==> src/rtl/arya_dispatch_pkg.sv <==
// Shared types and default sizing for the Arya thread dispatcher.
// Slot-state encodings plus the default widths derived from the core array shape.
package arya_dispatch_pkg;

    localparam int DEF_NUM_CORES            = 2;
    localparam int DEF_NUM_THREADS_PER_CORE = 4;
    localparam int DEF_JOB_ID_WIDTH         = 8;
    localparam int DEF_QUEUE_DEPTH          = 8;
    localparam int DEF_LAUNCH_TIMEOUT       = 15;

    localparam int DEF_NT     = DEF_NUM_CORES * DEF_NUM_THREADS_PER_CORE;
    localparam int DEF_TID_W  = $clog2(DEF_NT);
    localparam int DEF_QCNT_W = $clog2(DEF_QUEUE_DEPTH) + 1;

    typedef enum logic [2:0] {
        SLOT_IDLE      = 3'd0,
        SLOT_LAUNCH    = 3'd1,
        SLOT_WAIT_BUSY = 3'd2,
        SLOT_RUN       = 3'd3,
        SLOT_REPORT    = 3'd4
    } slot_state_e;

endpackage

==> src/rtl/arya_job_fifo.sv <==
// Synchronous job FIFO; pointers carry one extra wrap bit so full and empty
// are told apart without a separate occupancy register.
module arya_job_fifo #(
    parameter int WIDTH = 8,
    parameter int DEPTH = 8,
    localparam int AW   = $clog2(DEPTH)
) (
    input  logic             clk,
    input  logic             reset,
    input  logic             push_i,
    input  logic             pop_i,
    input  logic [WIDTH-1:0] data_i,
    output logic [WIDTH-1:0] data_o,
    output logic             full_o,
    output logic             empty_o,
    output logic [AW:0]      count_o
);

    logic [WIDTH-1:0] mem_q [DEPTH];
    logic [AW:0]      wr_q;
    logic [AW:0]      rd_q;

    assign empty_o = (wr_q == rd_q);
    assign full_o  = (wr_q[AW] != rd_q[AW]) && (wr_q[AW-1:0] == rd_q[AW-1:0]);
    assign count_o = wr_q - rd_q;
    assign data_o  = mem_q[rd_q[AW-1:0]];

    always_ff @(posedge clk) begin
        if (push_i && !full_o) begin
            mem_q[wr_q[AW-1:0]] <= data_i;
        end
    end

    always_ff @(posedge clk) begin
        if (reset) begin
            wr_q <= '0;
            rd_q <= '0;
        end else begin
            if (push_i && !full_o) wr_q <= wr_q + 1'b1;
            if (pop_i && !empty_o) rd_q <= rd_q + 1'b1;
        end
    end

endmodule

==> src/rtl/arya_thread_dispatcher.sv <==
// Buffers incoming job IDs, launches each on the lowest free hardware thread,
// watches it through busy/done and reports completions one per cycle.
module arya_thread_dispatcher
    import arya_dispatch_pkg::*;
#(
    parameter int NUM_CORES            = DEF_NUM_CORES,
    parameter int NUM_THREADS_PER_CORE = DEF_NUM_THREADS_PER_CORE,
    parameter int JOB_ID_WIDTH         = DEF_JOB_ID_WIDTH,
    parameter int QUEUE_DEPTH          = DEF_QUEUE_DEPTH,
    parameter int LAUNCH_TIMEOUT       = DEF_LAUNCH_TIMEOUT,
    localparam int NT     = NUM_CORES * NUM_THREADS_PER_CORE,
    localparam int TID_W  = $clog2(NT),
    localparam int QCNT_W = $clog2(QUEUE_DEPTH) + 1
) (
    input  logic                    clk,
    input  logic                    reset,
    input  logic                    en_i,
    input  logic                    job_valid_i,
    input  logic [JOB_ID_WIDTH-1:0] job_id_i,
    output logic                    job_ready_o,
    output logic [NT-1:0]           start_thread_o,
    input  logic [NT-1:0]           thread_busy_i,
    input  logic [NT-1:0]           thread_done_i,
    output logic                    done_valid_o,
    output logic [JOB_ID_WIDTH-1:0] done_job_id_o,
    output logic [TID_W-1:0]        done_thread_o,
    output logic [QCNT_W-1:0]       queue_count_o,
    output logic                    launch_error_o,
    output logic [TID_W-1:0]        err_thread_o,
    output logic [NT*3-1:0]         dbg_slot_state_o
);

    // Job port: a transfer happens on a cycle where job_valid_i and job_ready_o are both high.
    localparam int TO_W = $clog2(LAUNCH_TIMEOUT + 1);
    localparam logic [TO_W-1:0] TO_LIMIT = TO_W'(LAUNCH_TIMEOUT);

    slot_state_e             state_q [NT];
    slot_state_e             state_d [NT];
    logic [JOB_ID_WIDTH-1:0] job_q   [NT];
    logic [JOB_ID_WIDTH-1:0] job_d   [NT];
    logic [TO_W-1:0]         cnt_q   [NT];
    logic [TO_W-1:0]         cnt_d   [NT];

    logic                    fifo_full, fifo_empty, fifo_push, fifo_pop;
    logic [JOB_ID_WIDTH-1:0] fifo_head;
    logic                    disp_found, rep_found, err_found, dispatch;
    logic [TID_W-1:0]        disp_idx, rep_idx, err_idx;
    logic [NT-1:0]           timeout_hit;

    logic                    done_valid_q;
    logic [JOB_ID_WIDTH-1:0] done_job_id_q;
    logic [TID_W-1:0]        done_thread_q;
    logic                    launch_error_q;
    logic [TID_W-1:0]        err_thread_q;

    assign job_ready_o = !fifo_full && en_i;
    assign fifo_push   = job_valid_i && job_ready_o;
    assign dispatch    = en_i && !fifo_empty && disp_found;
    assign fifo_pop    = dispatch;

    arya_job_fifo #(
        .WIDTH (JOB_ID_WIDTH),
        .DEPTH (QUEUE_DEPTH)
    ) u_fifo (
        .clk     (clk),
        .reset   (reset),
        .push_i  (fifo_push),
        .pop_i   (fifo_pop),
        .data_i  (job_id_i),
        .data_o  (fifo_head),
        .full_o  (fifo_full),
        .empty_o (fifo_empty),
        .count_o (queue_count_o)
    );

    // Lowest-index encoders for dispatch target, report source and first timeout.
    always_comb begin
        disp_found = 1'b0;
        disp_idx   = '0;
        rep_found  = 1'b0;
        rep_idx    = '0;
        err_found  = 1'b0;
        err_idx    = '0;
        for (int i = 0; i < NT; i++) begin
            if (!disp_found && state_q[i] == SLOT_IDLE) begin
                disp_found = 1'b1;
                disp_idx   = TID_W'(i);
            end
            if (!rep_found && state_q[i] == SLOT_REPORT) begin
                rep_found = 1'b1;
                rep_idx   = TID_W'(i);
            end
            if (!err_found && timeout_hit[i]) begin
                err_found = 1'b1;
                err_idx   = TID_W'(i);
            end
        end
    end

    always_comb begin
        state_d        = state_q;
        job_d          = job_q;
        cnt_d          = cnt_q;
        start_thread_o = '0;
        timeout_hit    = '0;
        for (int i = 0; i < NT; i++) begin
            case (state_q[i])
                SLOT_IDLE: begin
                    if (dispatch && disp_idx == TID_W'(i)) begin
                        state_d[i] = SLOT_LAUNCH;
                        job_d[i]   = fifo_head;
                    end
                end
                SLOT_LAUNCH: begin
                    start_thread_o[i] = 1'b1;
                    state_d[i]        = SLOT_WAIT_BUSY;
                    cnt_d[i]          = '0;
                end
                SLOT_WAIT_BUSY: begin
                    // A busy seen on the last allowed cycle still counts as a launch.
                    if (thread_busy_i[i]) begin
                        state_d[i] = SLOT_RUN;
                    end else if (cnt_q[i] + 1'b1 == TO_LIMIT) begin
                        state_d[i]     = SLOT_IDLE;
                        timeout_hit[i] = 1'b1;
                    end else begin
                        cnt_d[i] = cnt_q[i] + 1'b1;
                    end
                end
                SLOT_RUN: begin
                    if (thread_done_i[i]) state_d[i] = SLOT_REPORT;
                end
                SLOT_REPORT: begin
                    if (rep_found && rep_idx == TID_W'(i)) state_d[i] = SLOT_IDLE;
                end
                default: state_d[i] = SLOT_IDLE;
            endcase
        end
    end

    always_ff @(posedge clk) begin
        if (reset) begin
            for (int i = 0; i < NT; i++) begin
                state_q[i] <= SLOT_IDLE;
                job_q[i]   <= '0;
                cnt_q[i]   <= '0;
            end
            done_valid_q   <= 1'b0;
            done_job_id_q  <= '0;
            done_thread_q  <= '0;
            launch_error_q <= 1'b0;
            err_thread_q   <= '0;
        end else begin
            state_q      <= state_d;
            job_q        <= job_d;
            cnt_q        <= cnt_d;
            done_valid_q <= rep_found;
            if (rep_found) begin
                done_job_id_q <= job_q[rep_idx];
                done_thread_q <= rep_idx;
            end
            if (err_found) begin
                launch_error_q <= 1'b1;
                if (!launch_error_q) err_thread_q <= err_idx;
            end
        end
    end

    always_comb begin
        dbg_slot_state_o = '0;
        for (int i = 0; i < NT; i++) begin
            dbg_slot_state_o[i*3 +: 3] = state_q[i];
        end
    end

    assign done_valid_o   = done_valid_q;
    assign done_job_id_o  = done_job_id_q;
    assign done_thread_o  = done_thread_q;
    assign launch_error_o = launch_error_q;
    assign err_thread_o   = err_thread_q;

endmodule

==> config.mk <==
export PLATFORM = sky130hd
export DESIGN_NAME = arya_thread_dispatcher
export DESIGN_NICKNAME = d
export VERILOG_FILES = /design/src/rtl/arya_dispatch_pkg.sv /design/src/rtl/arya_job_fifo.sv /design/src/rtl/arya_thread_dispatcher.sv
export SDC_FILE = /design/constraint.sdc
export NUM_CORES = 1
export LEC_CHECK = 0
export ABC_AREA = 1
export CORE_MARGIN = 8
export CORE_UTILIZATION = 50
export DETAILED_ROUTE_END_ITERATION = 7
export PLACE_DENSITY = 0.66
export SLEW_MARGIN = 20
export SYNTH_ARGS = -nofsm -noshare
export SYNTH_HDL_FRONTEND = slang
export SYNTH_SLANG_ARGS = --single-unit
export TNS_END_PERCENT = 5
==> constraint.sdc <==
create_clock -name clk -period 2.6 [get_ports clk]
set_input_delay 0.39 -clock clk [delete_from_list [all_inputs] [get_ports clk]]
set_output_delay 0.39 -clock clk [all_outputs]
set_load 0.01 [all_outputs]
==> results of run 1 <==
[final cells by class]
| cell class | count | area [sq um] |
|---|---|---|
| Clock buffer | 30 | 653 |
| Fill cell | 1794 | 7950 |
| Multi-Input combinational cell | 853 | 4540 |
| Sequential cell | 211 | 4870 |
| Inverter | 140 | 543 |
| Clock inverter | 13 | 158 |
| Timing Repair Buffer | 109 | 1050 |
| Tap cell | 270 | 338 |
[stage by stage]
stage                     cell area, sq um  hold WS, ns  total power, mW
final                                12200        0.461             11.5
after global routing                 12200        0.498             12.2
after CTS                            12100        0.460             11.6
after detailed placement             11300        0.454             8.12
after global placement               11300        0.449             8.07
after floorplan                      10200        0.439             6.84
[synthesized netlist by cell type, types with 3 or more instances]
cell	n	area share
nor2_2	4	0.0025
nand2_2	6	0.0037
a211oi_2	3	0.0037
o21ai_0	112	0.055
nand3_2	5	0.0049
nor2_4	4	0.0044
o41ai_1	7	0.0060
nor3_1	33	0.016
nand2_1	270	0.10
edfxtp_1	64	0.19
dfxtp_1	147	0.29
inv_2	16	0.0059
clkbuf_1	26	0.0096
a211oi_1	6	0.0044
nand3_1	53	0.026
o31ai_1	3	0.0022
buf_2	4	0.0020
ha_1	21	0.026
nand2_4	8	0.0089
inv_1	117	0.043
o211a_1	20	0.020
inv_4	4	0.0025
a31oi_1	7	0.0043
nor2_1	129	0.048
o21ai_1	15	0.0074
xor2_1	7	0.0060
xnor2_1	12	0.010
buf_6	9	0.010
a21oi_1	88	0.043
nand4_1	4	0.0025
o32ai_1	16	0.014
[metal layers]
metal  track usage  part of all wire  vias up
met3        0.0315             0.051       28
met4        0.0471             0.018        0
li1              -                 -     4388
met1         0.262              0.47     3914
met5             0                 0        -
met2         0.318              0.46      185
[sequential cells by signal, summed over array words and instances (netlist names), named ones only]
signal            flops
job_q                64
u_fifo.mem_q         64
cnt_q                32
dbg_slot_state_o     24
done_job_id_o         8
u_fifo.rd_q           4
u_fifo.wr_q           4
done_thread_o         3
err_thread_o          3
done_valid_o          1
launch_error_o        1
[what timing repair did]
item | CTS | global route
resized for setup | 6 | 7
setup endpoints to repair | 4 | 64
buffers inserted | 0 | 0
cloned | 0 | 0
[power by group through the flow]
stage                     clock network, mW  logic (mW)  registers (mW)
final                                  3.45        3.83            4.22
after global routing                   3.64        4.31            4.29
after CTS                              3.50        3.85            4.22
after detailed placement                  0        3.83            4.28
after global placement                    0        3.80            4.26
after floorplan                           0        2.55            4.28
[final timing paths]
check / from / to / slack, ns / cells after the start
worst max-delay path: u_fifo.rd_q[2]$_SDFFE_PP0P_ / u_fifo.mem_q[0][0]$_DFFE_PP_ / 0.04 / 9
worst min-delay path: job_q[16]$_SDFFE_PP0P_ / job_q[16]$_SDFFE_PP0P_ / 0.46 / 2
worst min register to register: job_q[16]$_SDFFE_PP0P_ / job_q[16]$_SDFFE_PP0P_ / 0.46 / 2
worst max register to register: u_fifo.rd_q[2]$_SDFFE_PP0P_ / u_fifo.mem_q[0][0]$_DFFE_PP_ / 0.04 / 9
[logic make-up after synthesis]
family / Yosys count / synth area share
XOR/XNOR: 19 / 0.0164
AND/OR/NAND/NOR: 529 / 0.234
adder cells (fa/ha/maj): 22 / 0.0278
flip-flops: 211 / 0.478
AO/OA/AOI/OAI: 283 / 0.166
buffers and inverters: 181 / 0.0771
[worst max-delay path, delay by kind of cell, from the launching register on]
family,cells,cell delay (ns)
compound gates,1,0.17
buf+inv,3,0.29
simple gates,4,1.02
fa+ha+maj,1,0.34
flops,1,0.35
==> impl_metrics.yaml, run 1 <==
timing:
  skew_ns: 0.0173
  slew_violations: 0
  timing.fmax_mhz: 391
  hold_viol_final: 0
  slew_headroom: 0.400
  fin_crit_ns: 2.56
  rsz0062_at_grt: "yes"
  worst_pin_slew_ns: 0.896
  setup_violations: 0
  fin_crit_sh: 0.983
  postLayoutSetupSlackWorst_ns: 0.0441
  fin_tns_setup_ns: 0
layout:
  final_common_cell: "nand2_1"
  antenna_cells: 0
  final_layout_size_suffix_gt1_frac: 0.106
  nets: 1389
  finalNonFillerCells: 1626
  area_delta_synth_final_pct: 19.5
  fin_util: 0.605
  final_cell_mix: "nand2_1 (270), dfxtp_1 (144), nor2_1 (126)"
power:
  power_density_mw_per_mm2: 946
  p_int_mw: 7.37
  power_switching_mw: 4.12
  p_seq_frac: 0.367
  p_sw_frac: 0.359
  p_clk_frac: 0.300
  p_leak_nw: 5.29
  p_comb_frac: 0.333
  vdd_ir_drop_max_v: 0.000543
placement:
  pre_cts_slack_ns: 0.0822
  gp_congestion: 0.795
  port_buffers: 80
  dpl.hpwl_microns: 16600
  dp.cells: 1583
global_routing:
  grt_max_degree: 50
  antenna_found_initial: 0
  grt_pass1_wl_microns: 39800
  grt_overflow: 0
  grt_pass1_vias: 8029
  grt.total_usage: 0.194
synth:
  synth_edf_count: 64
  syn_inst: 1245
  synth.avg_cell_area_sq_um: 8.17
  synth_area_sq_mm: 0.0102
  yosys_most_used_dff: "dfxtp_1"
  synth.distinct_cells: 50
  async_reset_ff_frac: 0
  ys_seq_elements: 211
  synth_nets: 1295
  yosysSeqAreaShare: 0.478
  ys_warn_count: 0
setup_path:
  critPathMaxStageDelay_ns: 0.69
  cp_max_fo: 8
  worstPathArrival_ns: 2.70
  crit_type: "reg2reg"
  critical_path.cell_chain: "inv_1, ha_1, inv_1, nor3_2, a21oi_1, nand2_1, inv_1, nand2_1, nor2_1"
  cp_common_cell: "inv_1"
  cp_slowest_cell: "nor2_1"
  startpoint_type: "flop"
  required_ns: 2.74
  crit_path_end_kind: "flop"
cts:
  cts_buffers: 24
  cts_sinks: 211
  cts_tree: "built"
  ctsHtreeMaxLevel: 1
  postCtsHoldBufs: 0
  clock_path_buffers: 3
  path_clk_slew_ns: 0.06
  worstSkewPairLatency_ns: 0.52
  cts_root_buf: "clkbuf_16"
drt:
  antenna_left: 0
  drt_wl_total_microns: 24100
  wl_per_cell_microns: 14.8
  viasPerCell: 5.24
  first_pass_iters: 5
  num_vias: 8515
  drc: 0
  drtIter0Drc: 618
floorplan:
  die-area_sq_mm: 0.0252
  core_area_sq_mm: 0.0201
  die_height_microns: 159
  start_util: 0.506
  die_w_microns: 159
  io_pins: 81
  fp-row-count: 52
flow_run:
  maxCapViolations: 0
status:
  status: "finished, final reports clean"
hold_path:
  min_path_type: "reg2reg"
(Power assumes the default switching activity.)
==> run 2, diff against run 1 <==
clock period = 2.38 ns   (was 2.6 ns; I/O delays follow)
==> impl_metrics.yaml, run 2 (synthesized netlist as in run 1, its figures left out) <==
setup_path:
  required_ns: 2.52
  critPathMaxStageDelay_ns: 0.58
  cp_common_cell: "inv_1"
  critPathTopFamily: "simple AND/OR/NAND/NOR gates"
  cp_slowest_cell: "nor2_1"
  crit_path_end_kind: "flop"
  cp_max_fo: 8
  startpoint_type: "flop"
  cp_num_buf_inv: 3
  critical_path.cell_chain: "inv_1, ha_2, inv_1, nor3_4, a21oi_2, nand2_1, inv_1, nand2_1, nor2_1"
  worstPathArrival_ns: 2.48
  crit_type: "reg2reg"
global_routing:
  grt.total_usage: 0.192
  grt_max_degree: 62
  grt_overflow: 0
  grt_pass1_wl_microns: 39500
  antenna_found_initial: 0
  grt_pass1_vias: 8012
cts:
  cts_root_buf: "clkbuf_16"
  worstSkewPairLatency_ns: 0.51
  cts_buffers: 24
  path_clk_slew_ns: 0.06
  cts_sinks: 211
  clock_path_buffers: 3
  ctsHtreeMaxLevel: 1
  cts_tree: "built"
drt:
  wl_per_cell_microns: 14.7
  num_vias: 8558
  viasPerCell: 5.22
  antenna_left: 0
  first_pass_iters: 5
  drtIter0Drc: 484
  drt_wl_total_microns: 24000
  drc: 0
timing:
  fin_crit_sh: 0.985
  slew_violations: 0
  hold_viol_final: 0
  timing.fmax_mhz: 427
  setup_violations: 0
  slew_headroom: 0.522
  skew_ns: 0.00779
  rsz0062_at_grt: "yes"
  worst_pin_slew_ns: 0.714
  fin_crit_ns: 2.34
layout:
  nets: 1401
  area_delta_synth_final_pct: 21.5
  final_cell_mix: "nand2_1 (270), dfxtp_1 (145), nor2_1 (125)"
  final_layout_size_suffix_gt1_frac: 0.119
  antenna_cells: 0
  final_common_cell: "nand2_1"
  postLayoutCellArea_sq_mm: 0.0124
  fin_util: 0.615
  finalNonFillerCells: 1639
hold_path:
  min_path_type: "reg2reg"
placement:
  port_buffers: 80
  dp.cells: 1595
  dpl.hpwl_microns: 16600
  gp_congestion: 0.807
  place_area_sq_mm: 0.0114
flow_run:
  maxCapViolations: 0
floorplan:
  die-area_sq_mm: 0.0252
  die_height_microns: 159
  io_pins: 81
  fp-row-count: 52
  core_area_sq_mm: 0.0201
  die_w_microns: 159
  start_util: 0.506
power:
  vdd_ir_drop_max_v: 0.000685
  p_leak_nw: 5.40
  power_density_mw_per_mm2: 1050
status:
  status: "finished, final reports clean"
-- run 2: worst paths after layout --
kind                                               startpoint                       endpoint  slack (ns)  depth (start not counted)
worst max-delay path              u_fifo.wr_q[0]$_SDFFE_PP0P_   u_fifo.mem_q[6][4]$_DFFE_PP_        0.04                          9
worst min-delay path            done_thread_o[0]$_SDFFE_PP0P_  done_thread_o[0]$_SDFFE_PP0P_        0.46                          2
worst max register to register    u_fifo.wr_q[0]$_SDFFE_PP0P_   u_fifo.mem_q[6][4]$_DFFE_PP_        0.04                          9
worst min register to register  done_thread_o[0]$_SDFFE_PP0P_  done_thread_o[0]$_SDFFE_PP0P_        0.46                          2
-- run 2: worst min-delay path, delay by kind of cell, from the launching register on --
kind / cells / cell delay, ns
flops: 1 / 0.31
compound gates: 1 / 0.05
simple gates: 1 / 0.06
-- run 2: per-layer routing --
layer	up-vias	global-route usage	wire length [microns]
li1	4396	-	-
met3	38	0.0328	1260
met4	0	0.0485	471
met1	3942	0.262	11600
met5	-	0	0
met2	182	0.310	10700
-- run 2: repair_timing --
item | 4_1_cts | 5_1_grt
setup endpoints to repair | 21 | 66
cloned | 0 | 0
resized for setup | 14 | 10
hold buffers | 0 | 0
buffers inserted | 0 | 0
pin swaps | 1 | 0
-- run 2: per-stage QoR --
step	TNS, ns	total power [mW]	hold slack (ns)	worst slack [ns]
2_1_floorplan	0	7.47	0.439	0.147
5_1_grt	-3.12	13.8	0.479	-0.171
3_3_place_gp	0	8.98	0.451	0.0353
6_report	0	13.0	0.463	0.0368
4_1_cts	-0.0778	13.1	0.465	-0.0104
3_5_place_dp	-0.0571	9.04	0.455	-0.00751
-- run 2: layout make-up --
cell class              count  area, sq um
fillers                  1762         7740
clock inverters            13          190
inverters                 140          543
clock buffers              31          678
repair buffers            121         1170
well taps                 270          338
flip-flops and latches    211         4870
multi-input cells         853         4570
-- run 2: power breakdown --
group	switching [mW]	internal [mW]	leakage, nW
combinational	2.67	1.71	3.19
clock	1.45	2.55	0.435
sequential	0.412	4.21	1.77
==> run 3, diff against run 2 <==
CAP_MARGIN = 20   (was unset)
==> results of run 3 <==
Final layout, timing and power as in run 2 (identical DEF).
